**config.mk**
```make
export PLATFORM = sky130hd
export DESIGN_NAME = therm_level_stepper
export DESIGN_NICKNAME = d
export VERILOG_FILES = /design/src/rtl/therm_level_stepper.sv
export SDC_FILE = /design/constraint.sdc
export NUM_CORES = 1
export LEC_CHECK = 0
export ABC_AREA = 0
export CAP_MARGIN = 20
export CORE_MARGIN = 4
export CORE_UTILIZATION = 55
export CTS_CLUSTER_DIAMETER = 120
export DETAILED_ROUTE_END_ITERATION = 10
export GPL_TIMING_DRIVEN = 0
export HOLD_SLACK_MARGIN = 0.06
export PLACE_DENSITY_LB_ADDON = 0.3
export SYNTH_ARGS = -nofsm -noshare
export SYNTH_HDL_FRONTEND = slang
export SYNTH_SLANG_ARGS = --single-unit
```
**constraint.sdc**
```tcl
create_clock -name clk -period 5.6 [get_ports clk]
set_input_delay 0.84 -clock clk [delete_from_list [all_inputs] [get_ports clk]]
set_output_delay 0.84 -clock clk [all_outputs]
set_load 0.05 [all_outputs]
```
**src/rtl/therm_level_stepper.sv**
```systemverilog
// Debounces a 7-bit thermometer input and emits active-low up/down strobes that walk a
// downstream bar-graph counter to the accepted level; accept after STABLE_CYCLES+3 edges.
module therm_level_stepper #(
    parameter int STABLE_CYCLES = 4,
    parameter int PULSE_W       = 1,
    parameter int GAP_W         = 2
) (
    input  logic       clk,
    input  logic       rst_n,
    input  logic [6:0] therm,
    input  logic       clr_n,
    output logic [2:0] level,
    output logic       err,
    output logic       up_n,
    output logic       down_n,
    output logic [2:0] track,
    output logic       busy
);

    localparam int CW   = (STABLE_CYCLES > 1) ? $clog2(STABLE_CYCLES) : 1;
    localparam int TMAX = (PULSE_W > GAP_W) ? PULSE_W : GAP_W;
    localparam int TW   = (TMAX > 1) ? $clog2(TMAX) : 1;
    localparam logic [CW-1:0] CNT_LAST = CW'(STABLE_CYCLES - 1);
    localparam logic [TW-1:0] P_LAST   = TW'(PULSE_W - 1);
    localparam logic [TW-1:0] G_LAST   = TW'(GAP_W - 1);

    typedef enum logic [1:0] {IDLE, PULSE, GAP} state_t;

    logic [6:0]    s1, s2, cand;
    logic [CW-1:0] cnt;
    state_t        state;
    logic [TW-1:0] tcnt;
    logic          legal;
    logic [2:0]    cand_ones;
    logic          want_up, want_dn, step_slot;

    always_comb begin
        cand_ones = 3'd0;
        for (int i = 0; i < 7; i++) begin
            cand_ones = cand_ones + {2'b00, cand[i]};
        end
    end

    // A legal thermometer code is all-ones below its top set bit, so +1 clears every set bit.
    assign legal = ((({1'b0, cand} + 8'd1) & {1'b0, cand}) == 8'd0);

    always_ff @(posedge clk) begin
        if (!rst_n) begin
            s1    <= '0;
            s2    <= '0;
            cand  <= '0;
            cnt   <= '0;
            level <= '0;
            err   <= 1'b0;
        end else begin
            s1 <= therm;
            s2 <= s1;
            if (s2 != cand) begin
                cand <= s2;
                cnt  <= '0;
            end else if (cnt == CNT_LAST) begin
                if (legal) begin
                    level <= cand_ones;
                    err   <= 1'b0;
                end else begin
                    err   <= 1'b1;
                end
            end else begin
                cnt <= cnt + 1'b1;
            end
        end
    end

    assign want_up   = !err && (level > track);
    assign want_dn   = !err && (level < track);
    // Decision point: sitting idle, or the last GAP cycle so back-to-back steps need no idle cycle.
    assign step_slot = (state == IDLE) || ((state == GAP) && (tcnt == G_LAST));

    always_ff @(posedge clk) begin
        if (!rst_n) begin
            state  <= IDLE;
            tcnt   <= '0;
            up_n   <= 1'b1;
            down_n <= 1'b1;
            track  <= '0;
            busy   <= 1'b0;
        end else if (!clr_n) begin
            state  <= IDLE;
            tcnt   <= '0;
            up_n   <= 1'b1;
            down_n <= 1'b1;
            track  <= '0;
            busy   <= 1'b0;
        end else if (step_slot) begin
            tcnt <= '0;
            if (want_up) begin
                state <= PULSE;
                up_n  <= 1'b0;
                track <= track + 3'd1;
                busy  <= 1'b1;
            end else if (want_dn) begin
                state  <= PULSE;
                down_n <= 1'b0;
                track  <= track - 3'd1;
                busy   <= 1'b1;
            end else begin
                state <= IDLE;
                busy  <= 1'b0;
            end
        end else if (state == PULSE) begin
            if (tcnt == P_LAST) begin
                state  <= GAP;
                tcnt   <= '0;
                up_n   <= 1'b1;
                down_n <= 1'b1;
            end else begin
                tcnt <= tcnt + 1'b1;
            end
        end else begin
            tcnt <= tcnt + 1'b1;
        end
    end

endmodule

```
==> key figures, run 1 <==
Route
  – DR pass1 iterations: 4
  – Post-route ant nets: 0
  – Iteration-0 DRC Markers: 56
  – DR vias: 1116
  – Via density: 5.239
  – Routed WL: 2663 um
  – DRC Markers: 0
  – WL per Instance: 12.50 um

Critical path
  – Crit-path slowest cell: fa_1
  – Worst Reg-to-Reg Cells: 8
  – CP cell instances: inv_1 -> fa_1 -> fa_1 -> inv_1 -> fa_1 -> fa_1 -> nand2_1 -> mux2i_1
  – CP max stage delay: 500 ps
  – Startpoint types: register
  – Worst R2R End: level[1]$_SDFFE_PN0P_
  – RR Startpoint: cand[0]$_SDFFE_PN0P_
  – CP most frequent cell: fa_1
  – Max FO, Critical Path: 4
  – Worst path required time: 5880 ps
  – Worst setup EP type: register
  – WS Path Type: register to register
  – Worst EP arrival: just under 3000 ps
  – Reg-to-reg slack, setup: 2960 ps

Yosys
  – Post-synthesis sequential area ratio: 46.38%
  – Mapped Avg Cell Area: 9.961 sq um
  – Post-synth ARST share: 0%
  – Ys flop type: dfxtp_1
  – Number of synthesized flops with an enable pin: 0
  – Synthesized net count: between 150 and 200
  – Most numerous cell in the Yosys netlist: dfxtp_1
  – Post-synthesis instance area: 1554 sq um
  – Yosys cell types: 34
  – Yosys top cell by area: dfxtp_1
  – Top cell type's share of synthesized area: 46.38%
  – Post-synthesis register bit count: 36
  – Largest cells by area after synthesis: dfxtp_1, and2_1, ha_1, fa_1, xor2_1
  – Mapped Cells: about 160
  – Syn. warnings: 0
  – Synth top cells by count: dfxtp_1, and2_1, inv_1

Global route
  – Met2 GRT Util: 27.49%
  – Most Crowded Layer GR: met2
  – Met1 Resource Use GR: 17.98%
  – GRT Total Usage: 16.44%
  – Initial antenna violation count: 0
  – Grt met3 use: 7.128%
  – GR Overflow Total: 0
  – Largest net degree at the start of global routing: 11
  – Number of global-route vias before repair: 1088
  – First-pass GRT wire length: ~4500 um

Finish
  – Final std cells w/o fill: 213
  – Layout cells sized above 1: 7.143%
  – Final Util: 67.60%
  – Syn-to-layout area delta: 18.92%
  – ANT cells: 0
  – Final nets: roughly 200

Die
  – I/O Pins: 20
  – Die area: 3740 sq um
  – Die Wd: 61.16 um
  – Core Box Area: 2734 sq um
  – Initial Util: 56.84%
  – Die Span Y: 61.16 um
  – Num rows: 19

Worst hold path
  – Hold Crit Endpoint: s2[5]$_SDFF_PN0_
  – Worst min-delay path category: register to register
  – Hold depth: 1
  – Hold wc startpoint: s1[5]$_SDFF_PN0_

STA
  – Worst hold margin: 436.7 ps
  – Max-slew headroom: 66.04%
  – RSZ-0062 raised after global routing: false
  – Pin slew with the least headroom to its limit: between 500 and 600 ps
  – Pins Over Slew Limit: 0
  – Fin. Hold Viols: 0
  – Setup violations, final: 0
  – Final Critical Period: roughly 2600 ps
  – Peak Freq: 0.3785 GHz
  – Setup TNS: 0 ps
  – Ratio of final minimum period to clock period: between 40% and 50%
  – Clock Skew: 15.71 ps

CTS
  – Clock latency on the worst-skew pair: 340 ps
  – Clock-pin slew on the worst setup and hold paths: 110 ps
  – CTS Buffer Depth: 2
  – H-tree depth: 2
  – Clock Sink Count: 36
  – TritonCTS clock tree: done
  – Postcts setup bufs: 0
  – CTS root buffer: clkbuf_4
  – TritonCTS Buffers: 5
  – Post-CTS Resized: 0
  – Hold_buf cts: 0

Power
  – Leak: 0.7691 nW
  – Peak VDD IR: 0.0004644 V
  – Tot Pwr: 0.7679 mW
  – PD cells: 415.5 nW/um^2

Placed design
  – Placed Cells: 206
  – DP HPWL: 2062 um
  – Final Wtd Congestion: 0.7956
  – IO buf count: 19

Run
  – Max Cap Viol: 0

Outcome
  – Outcome: complete, no violations
logic make-up after synthesis:
family / count (synthesis) / synth area share, %
AND/OR/NAND/NOR: 56 / 21.98
flip-flops: 36 / 46.38
AO/OA/AOI/OAI: 22 / 8.213
buffers and inverters: 17 / 4.348
adder cells (fa/ha/maj): 11 / 10.79
XOR/XNOR: 9 / 5.073
multiplexers: 5 / 3.221
final cells by class:
cell class              instances  area (sq um)
fillers                       229         885.9
well taps                      31         38.79
flip-flops and latches         36         720.7
plain buffers                   4         18.77
multi-input cells             103         765.7
repair buffers                 19         190.2
inverters                      13         48.80
clock buffers                   7         65.06
per-layer routing:
metal / share of wire (%) / vias up
met3: 5.0 / 7
met1: 44 / 511
met2: 49 / 24
li1: - / 574
met4: 1.9 / 0
met5: 0 / -
stage by stage:
stage / cell area (sq um) / setup WS [ps]
after floorplan: 1554 / 2831
final: 1848 / 2958
after global routing: 1848 / 2799
after global placement: 1783 / 3033
after CTS: 1848 / 2923
after detailed placement: 1783 / 2938
worst max-delay path: cells and delay by family (launching register included):
family | cells | cell delay [ps]
adder cells (fa/ha/maj) | 4 | 1860
flip-flops | 1 | 400
multiplexers | 1 | 140
buffers and inverters | 2 | 150
AND/OR/NAND/NOR | 1 | 50
registers in the layout, indices dropped and copies added, names as in the netlist:
signal and count:
busy 1, cand 7, cnt 2, down_n 1
err 1, level 3, s1 7, s2 7
state 2, tcnt 1, track 3, up_n 1
placed cells by master (no fill, tap or decap), types with 2 or more instances in the layout:
cell type,n
clkbuf_4,5
clkbuf_8,2
nor2b_1,3
mux2i_1,5
dfxtp_1,36
nand3_1,4
o21ai_0,8
ha_1,7
nor2_1,4
clkbuf_1,3
nand4_1,2
inv_1,13
nand2_1,8
and2_1,21
xor2_1,8
a21oi_1,9
clkdlybuf4s50_1,19
nor3_1,3
fa_1,4
power by group:
part / internal, mW / switching [mW]
clock: 0.0712 / 0.0807
sequential: 0.283 / 0.0245
combinational: 0.132 / 0.176
worst max path at each step:
stage                          start                    end  slack [ps]  cells after the start
2_1_floorplan  track[2]$_SDFFE_PN0P_  track[2]$_SDFFE_PN0P_        2830                     10
3_3_place_gp    cand[0]$_SDFFE_PN0P_  level[1]$_SDFFE_PN0P_        3030                      8
3_5_place_dp    cand[0]$_SDFFE_PN0P_  level[1]$_SDFFE_PN0P_        2940                      8
4_1_cts         cand[0]$_SDFFE_PN0P_  level[1]$_SDFFE_PN0P_        2920                      8
5_1_grt         cand[0]$_SDFFE_PN0P_  level[1]$_SDFFE_PN0P_        2800                      8
6_report        cand[0]$_SDFFE_PN0P_  level[1]$_SDFFE_PN0P_        2960                      8
Note: power is estimated with default switching activity, not from simulation.
==> run 2: changes to the inputs <==
- CORE_UTILIZATION: 55 -> 53
- clock period: 5.6 -> 2.5 ns (I/O delays scaled with it)
==> key figures, run 2 (synthesized netlist as in run 1, its figures left out) <==
Outcome
  – Outcome: complete, no violations

Placed design
  – IO buf count: 19 (unchanged)
  – Area post-placement: 1798 sq um (+0.84%)
  – Post-place setup slack: -99.47 ps (-3037 ps)
  – DP HPWL: 2126 um (+3.1%)
  – Final Wtd Congestion: 0.7399 (-7.0%)

Die
  – I/O Pins: 20 (unchanged)
  – Die area: 3863 sq um (+3.3%)
  – Initial Util: 55.87% (-0.97 points)
  – Num rows: 19 (unchanged)
  – Core Box Area: 2781 sq um (+1.7%)
  – Die Wd: 62.15 um (+1.6%)
  – Die Span Y: 62.15 um (+1.6%)

STA
  – Setup violations, final: 0 (unchanged)
  – Ratio of final minimum period to clock period: 99.65% (+52 points)
  – Final Critical Period: 2491 ps (-150.7 ps)
  – Pins Over Slew Limit: 0 (unchanged)
  – Clock Skew: 10.18 ps (-5.530 ps)
  – Final setup margin: 8.629 ps (-2949 ps)
  – Max-slew headroom: 66.34% (+0.30 points)
  – Pin slew with the least headroom to its limit: 503.3 ps (-4.531 ps)
  – Fin. Hold Viols: 0 (unchanged)
  – Peak Freq: 0.4014 GHz (+6.0%)
  – RSZ-0062 raised after global routing: true

CTS
  – CTS Buffer Depth: 2 (unchanged)
  – H-tree depth: 2 (unchanged)
  – CTS root buffer: clkbuf_4
  – TritonCTS clock tree: done
  – Clock latency on the worst-skew pair: 340 ps (about the same)
  – Clock Sink Count: 36 (unchanged)
  – Hold_buf cts: 0 (unchanged)
  – TritonCTS Buffers: 5 (unchanged)
  – Clock-pin slew on the worst setup and hold paths: 100 ps (about the same)

Power
  – PD cells: 905.9 nW/um^2 (+120%)
  – Peak VDD IR: 0.001231 V (+160%)
  – Leak: 0.7831 nW (+1.8%)

Finish
  – ANT cells: 0 (unchanged)
  – Most frequent cells in the layout: dfxtp_1, and2_1, clkdlybuf4s50_1, inv_1
  – Layout cells sized above 1: 17.20% (+10 points)
  – Largest regs: cand: 7 flops, s1: 7 flops, s2: 7 flops
  – Final instance area: 1898 sq um (+2.7%)
  – Syn-to-layout area delta: 22.14%
  – Commonest non-fill, non-tap cell in the layout: dfxtp_1
  – Final nets: 206 (+1.5%)

Route
  – DRC Markers: 0 (unchanged)
  – Via density: 5.166 (-1.4%)
  – Post-route ant nets: 0 (unchanged)
  – WL per Instance: 13.15 um (+5.2%)
  – Iteration-0 DRC Markers: 38 (-32%)
  – DR vias: 1121 (+0.45%)
  – Routed WL: 2854 um (+7.2%)
  – DR pass1 iterations: 4 (unchanged)

Global route
  – Largest net degree at the start of global routing: 13 (+2)
  – GR Overflow Total: 0 (unchanged)
  – First-pass GRT wire length: 5106 um (+14%)
  – Number of global-route vias before repair: 1147 (+5.4%)
  – GRT Total Usage: 16.30% (-0.14 points)
  – Initial antenna violation count: 0 (unchanged)

Critical path
  – Worst EP arrival: 2760 ps (-160 ps)
  – CP max stage delay: 510 ps (about the same)
  – Worst setup EP type: register
  – WS Path Type: register to register
  – CP cell instances: inv_1 -> fa_1 -> fa_1 -> inv_2 -> fa_2 -> fa_1 -> nand2_1 -> mux2i_1
  – Startpoint types: register
  – Crit-path slowest cell: fa_1
  – Worst path required time: 2770 ps (-3110 ps)
  – Max FO, Critical Path: 2 (-2)
  – CP most frequent cell: fa_1

Run
  – Max Cap Viol: 0 (unchanged)

Worst hold path
  – Worst min-delay path category: register to register
==> run 2: cell types whose count changed in the layout (fill, tap and decap cells not counted), moves of 2 or more <==
cell	before	now
inv_2	0	2
dfxtp_1	36	27
dfxtp_4	0	3
dfxtp_2	0	6
inv_1	13	11
buf_4	1	4
clkbuf_8	2	0
==> run 2: timing repair <==
item,4_1_cts,5_1_grt
cloned,0,0
pin swaps,2,0
setup buffers,3,0
setup endpoints to repair,2,2
gates resized for setup,6,4
==> run 2: through the flow <==
step / utilization [%] / setup TNS [ps] / instances / power [mW] / hold slack (ps)
floorplan: - / 0 / 156 / 1.215 / 411.9
global route: 68.24 / -168.4 / 217 / 1.836 / 455.8
detailed placement: 64.64 / -160.0 / 206 / 1.384 / 417.7
global placement: 64.64 / -59.09 / 206 / 1.365 / 414.9
CTS: 67.93 / -1.614 / 217 / 1.704 / 441.6
finish: 68.24 / 0 / 217 / 1.719 / 433.5
==> run 2: final timing paths <==
kind / start / to / slack [ps] / cells after the start
setup reg to reg: cand[1]$_SDFFE_PN0P_ / level[1]$_SDFFE_PN0P_ / 9 / 8
hold / removal: s1[6]$_SDFF_PN0_ / s2[6]$_SDFF_PN0_ / 430 / 1
setup / recovery: cand[1]$_SDFFE_PN0P_ / level[1]$_SDFFE_PN0P_ / 9 / 8
hold reg to reg: s1[6]$_SDFF_PN0_ / s2[6]$_SDFF_PN0_ / 430 / 1
==> run 2: power breakdown <==
part | internal (mW) | total, mW | switching [mW] | leakage (nW)
clock network | 0.108 | 0.295 | 0.187 | 0.0282
registers | 0.643 | 0.699 | 0.0555 | 0.300
logic | 0.314 | 0.725 | 0.411 | 0.455
total | 1.07 | 1.72 | 0.653 | 0.783
==> run 2: metal layers <==
layer  track usage, %  vias up  part of all wire (%)
li1                 -      577                     -
met1            18.92      522                    44
met2            27.20       17                    51
met3            5.946        5                   3.7
met4            5.962        0                   1.5
met5                0        -                     0
==> run 2: area by class of cell <==
| type | count | area, sq um |
|---|---|---|
| Buffer | 4 | 18.77 |
| Fill cell | 229 | 883.3 |
| Multi-Input combinational cell | 103 | 785.8 |
| Sequential cell | 36 | 739.5 |
| Timing Repair Buffer | 22 | 212.7 |
| Inverter | 13 | 48.80 |
| Tap cell | 31 | 38.79 |
| Clock buffer | 6 | 41.29 |
| Clock inverter | 2 | 12.51 |
==> run 2: worst max-delay path, delay by kind of cell, from the launching register on <==
family | cells | cell delay [ps]
and+or+nand+nor | 1 | 50
adders and majority gates | 4 | 1800
muxes | 1 | 130
DFF | 1 | 360
buffers and inverters | 2 | 90
